### src/rtl/quickq_pkg.sv
// Shared QuickQ types and defaults: dequeue FSM state encoding and default array depth.
package quickq_pkg;

    localparam int QQ_DEPTH_DEF = 16;

    typedef enum logic [2:0] {
        S_IDLE,
        S_EMPTY,
        S_RD_HEAD,
        S_HEAD,
        S_SH_RD,
        S_SH_WR,
        S_COMMIT
    } deq_state_t;

endpackage

### src/rtl/quickq_deq_engine.sv
// QuickQ dequeue engine: pops the minimum (address 0) of the sorted BRAM array,
// shifts the remaining entries down by one address and publishes the new count.
module quickq_deq_engine
    import quickq_pkg::*;
#(
    parameter int DATA_W = 32,
    parameter int ADDR_W = 32,
    parameter int DEPTH  = QQ_DEPTH_DEF
) (
    input  logic              clk,
    input  logic              rst,
    input  logic              deq_req,
    input  logic [ADDR_W-1:0] count_in,
    output logic              busy,
    output logic              deq_valid,
    output logic [DATA_W-1:0] deq_data,
    output logic              deq_empty,
    output logic [ADDR_W-1:0] count_out,
    output logic              count_we,
    output logic [ADDR_W-1:0] bram_addr,
    output logic              bram_we,
    output logic [DATA_W-1:0] bram_wdata,
    input  logic [DATA_W-1:0] bram_rdata
);

    deq_state_t        state, state_n;
    logic [ADDR_W-1:0] cnt_q, idx_q;
    logic [DATA_W-1:0] head_q;
    logic [ADDR_W-1:0] count_clamped;
    logic [ADDR_W-1:0] idx_next;

    assign count_clamped = (count_in > ADDR_W'(DEPTH)) ? ADDR_W'(DEPTH) : count_in;
    assign idx_next      = idx_q + ADDR_W'(1);

    // NOTE: sequential state uses non-blocking (<=) so every register samples
    // pre-edge values; blocking here would create order-dependent races.
    always_ff @(posedge clk) begin
        if (rst) begin
            state  <= S_IDLE;
            cnt_q  <= '0;
            idx_q  <= '0;
            head_q <= '0;
        end else begin
            state <= state_n;
            case (state)
                S_IDLE:  if (deq_req) cnt_q <= count_clamped;
                S_HEAD: begin
                    head_q <= bram_rdata;
                    idx_q  <= ADDR_W'(1);
                end
                S_SH_WR: idx_q <= idx_next;
                default: ;
            endcase
        end
    end

    // NOTE: every output and next-state signal gets a default first, so no
    // path through the case statement can leave one unassigned (no latches).
    always_comb begin
        state_n    = state;
        busy       = (state != S_IDLE);
        deq_valid  = 1'b0;
        deq_data   = '0;
        deq_empty  = 1'b0;
        count_out  = '0;
        count_we   = 1'b0;
        bram_addr  = '0;
        bram_we    = 1'b0;
        bram_wdata = '0;

        case (state)
            S_IDLE: begin
                if (deq_req) state_n = (count_clamped == '0) ? S_EMPTY : S_RD_HEAD;
            end
            S_EMPTY: begin
                deq_empty = 1'b1;
                state_n   = S_IDLE;
            end
            S_RD_HEAD: begin
                bram_addr = '0;
                state_n   = S_HEAD;
            end
            S_HEAD: begin
                state_n = (cnt_q == ADDR_W'(1)) ? S_COMMIT : S_SH_RD;
            end
            S_SH_RD: begin
                bram_addr = idx_q;
                state_n   = S_SH_WR;
            end
            S_SH_WR: begin
                // Read data for idx_q arrives now; move it one slot down.
                bram_addr  = idx_q - ADDR_W'(1);
                bram_we    = 1'b1;
                bram_wdata = bram_rdata;
                state_n    = (idx_next == cnt_q) ? S_COMMIT : S_SH_RD;
            end
            S_COMMIT: begin
                // The stale top slot is left as is; the count bounds validity.
                deq_valid = 1'b1;
                deq_data  = head_q;
                count_we  = 1'b1;
                count_out = cnt_q - ADDR_W'(1);
                state_n   = S_IDLE;
            end
            default: state_n = S_IDLE;
        endcase
    end

endmodule

### config.mk
export PLATFORM = sky130hd
export DESIGN_NAME = quickq_deq_engine
export DESIGN_NICKNAME = d
export VERILOG_FILES = /design/src/rtl/quickq_pkg.sv /design/src/rtl/quickq_deq_engine.sv
export SDC_FILE = /design/constraint.sdc
export NUM_CORES = 1
export LEC_CHECK = 0
export CELL_PAD_IN_SITES_DETAIL_PLACEMENT = 1
export CELL_PAD_IN_SITES_GLOBAL_PLACEMENT = 1
export CORE_MARGIN = 2
export CORE_UTILIZATION = 34
export CTS_CLUSTER_DIAMETER = 40
export CTS_CLUSTER_SIZE = 12
export DETAILED_ROUTE_END_ITERATION = 16
export PLACE_DENSITY = 0.84
export SYNTH_ARGS = -nofsm -noshare
export SYNTH_HDL_FRONTEND = slang
export SYNTH_SLANG_ARGS = --single-unit
export TNS_END_PERCENT = 10
### constraint.sdc
create_clock -name clk -period 4.1 [get_ports clk]
set_input_delay 0.82 -clock clk [delete_from_list [all_inputs] [get_ports clk]]
set_output_delay 0.82 -clock clk [all_outputs]
set_load 0.01 [all_outputs]
==> results.txt <==
Max Transition Viols Final = 0
cells after synthesis = 961
I/O Buffers = 199
WP data arrival = 3120 ps
asr flop ratio synth = 0%
height of the die = 146 um
largest net degree at the start of global routing = 73
most common cell after layout, fill and taps aside = clkdlybuf4s50_1
io pins = 200
Yosys cell types = 56
fin nets = 1,192
YS warnings = 0
CP Max Fanout = 5
core region area = 0.0196 mm^2
Worst Setup Start Kind = flip-flop
CTS tree = yes
Placer Congestion = 0.922
Fillers = 2,465
syn_nets = 1,032
Synth Area per Inst = 7.10 um^2
initial antenna violation count = 1
initial core utilization = 34.8%
Required @ worst endpoint = 3280 ps
first-pass GRT wire length = 41,200 um
root buffer cell = clkbuf_16
Synth Flop Type = dfxtp_1
Total GRT Usage = 23.8%
Synth-to-Final Area Change = 38.4%
setup TNS = 0 ps
total grt overflow = 0
# DRC = 0
die area = 0.0212 mm^2
post-route antenna net violation count = 0
1st-iter DRT viols = 646
post-synthesis instance area = 0.00682 mm^2
Die Width = 146 um
status = finished, final reports clean
first-pass detailed-route iteration total = 5
commonest non-fill, non-tap cells in the layout = clkdlybuf4s50_1, nor2_1, nand2_1
Seq/Total Area, Yosys = 29.1%
CP Capture Type = primary output
CTS Buffer Depth = 2
total CTS buffers = 9
Lkg Pwr = 3.33 nW
htree depth = 3
Final period util = 96.1%
share of post-route cells with drive strength above 1 = 6.48%
Clock Latency Late Sink = 360 ps
Pwr Density = 232 mW/mm^2
row count = 51
worst vdd ir = 192 uV
number of global-route vias before repair = 7,630
Max-cap violations = 0
vias = 7,569
Post-CTS Hold Buffers = 0
Fin. Hold Viols = 0
#FFs+latches synth = 99
Routed WL per cell = 18.3 um
Worst Tran Pin Value = 1070 ps
Reg clk slew, reported paths = 70 ps
Worst Hold Class = flip-flop to flip-flop
Routed Wire Length = 25,500 um
WS Path Type = flip-flop to primary output
fin util = 48.2%
Post-synth EDFFs = 0
post-DP HPWL = 18,900 um
Num Clock Sinks = 99
f_max = 0.254 GHz
via density per instance = 5.44
# setup viols final = 0
minimum clock period = 3940 ps
total power = 2.19 mW
Hold WS = 453 ps
Setup Skew = 12.3 ps
Slew headroom = 28.7%
## stage by stage
step	instances	setup WS, ps	instance area (um^2)
detailed placement	1372	294	9020
global route	1392	-7.26	9440
CTS	1388	33.0	9340
global placement	1372	404	9020
floorplan	961	865	6820
finish	1392	158	9440
## registers in the layout (all words and copies together) (netlist names)
name	count
cnt_q	32
head_q	32
idx_q	32
state	3
## critical path: stages (launching register included)
cell	delay (ps)
dfxtp_1	320
or4_4	570
nor4_4	360
nand4_1	220
or2_4	340
nor3_1	230
xnor2_1	90
nor2_1	100
clkdlybuf4s50_1	550
## cell usage after synthesis, types with 13 or more instances
| library cell | instances | share of area (%) |
|---|---|---|
| nor3_1 | 43 | 3.2 |
| inv_1 | 13 | 0.72 |
| nand2_1 | 113 | 6.2 |
| and2_1 | 92 | 8.4 |
| o21ai_0 | 30 | 2.2 |
| xnor2_1 | 73 | 9.4 |
| clkbuf_1 | 66 | 3.6 |
| a21oi_1 | 73 | 5.4 |
| nor2_1 | 124 | 6.8 |
| nand3_1 | 20 | 1.5 |
| xor2_1 | 28 | 3.6 |
| nor4_1 | 35 | 3.2 |
| nand4_1 | 20 | 1.8 |
| dfxtp_1 | 99 | 29 |
## area by class of cell
type                    instances  area (um^2)  area share [%]
inverters                      14         52.6           0.557
multi-input cells             764         4510            47.8
well taps                     265          332            3.51
clock inverters                 7         86.3           0.915
clock buffers                   9          225            2.39
flip-flops and latches         99         1980            21.0
repair buffers                233         2240            23.8
diodes                          1         2.50          0.0265
## what timing repair did
item,in CTS,in global routing
setup buffers,0,3
endpoints found under the setup margin,4,15
resized for setup,2,15
gates cloned,0,0
pin swaps,0,4
## report_power, final
group | internal (mW) | switching [mW] | total (mW)
registers | 0.972 | 0.0155 | 0.987
clock network | 0.484 | 0.414 | 0.898
logic | 0.149 | 0.154 | 0.304
total | 1.61 | 0.583 | 2.19
## per-layer routing
metal  routed length [um]  vias to the layer above  global-route usage [%]
met5                    0                        -                       0
met4                  475                        0                    7.21
met3                 1710                       29                    3.92
met2                12100                      282                    40.0
met1                11300                     3650                    31.4
li1                     -                     3608                       -
## path summary, 6_finish.rpt
path / startpoint / end / slack (ps) / depth (start not counted)
min reg2reg: head_q[27]$_SDFFE_PP0P_ / head_q[27]$_SDFFE_PP0P_ / 450 / 2
max: idx_q[4]$_SDFFE_PP0P_ / bram_addr[27] / 160 / 8
max reg2reg: state[0]$_SDFFE_PP0P_ / idx_q[27]$_SDFFE_PP0P_ / 790 / 7
min: head_q[27]$_SDFFE_PP0P_ / head_q[27]$_SDFFE_PP0P_ / 450 / 2
## kinds of logic after synthesis
group                    share of synthesized area (%)
AO/OA/AOI/OAI                                     12.6
XOR/XNOR                                          13.0
adder cells (fa/ha/maj)                          0.734
buffers and inverters                             5.93
flip-flops                                        29.1
multiplexers                                     0.147
AND/OR/NAND/NOR                                   38.6
No activity file was read; power rests on OpenSTA's default activity.
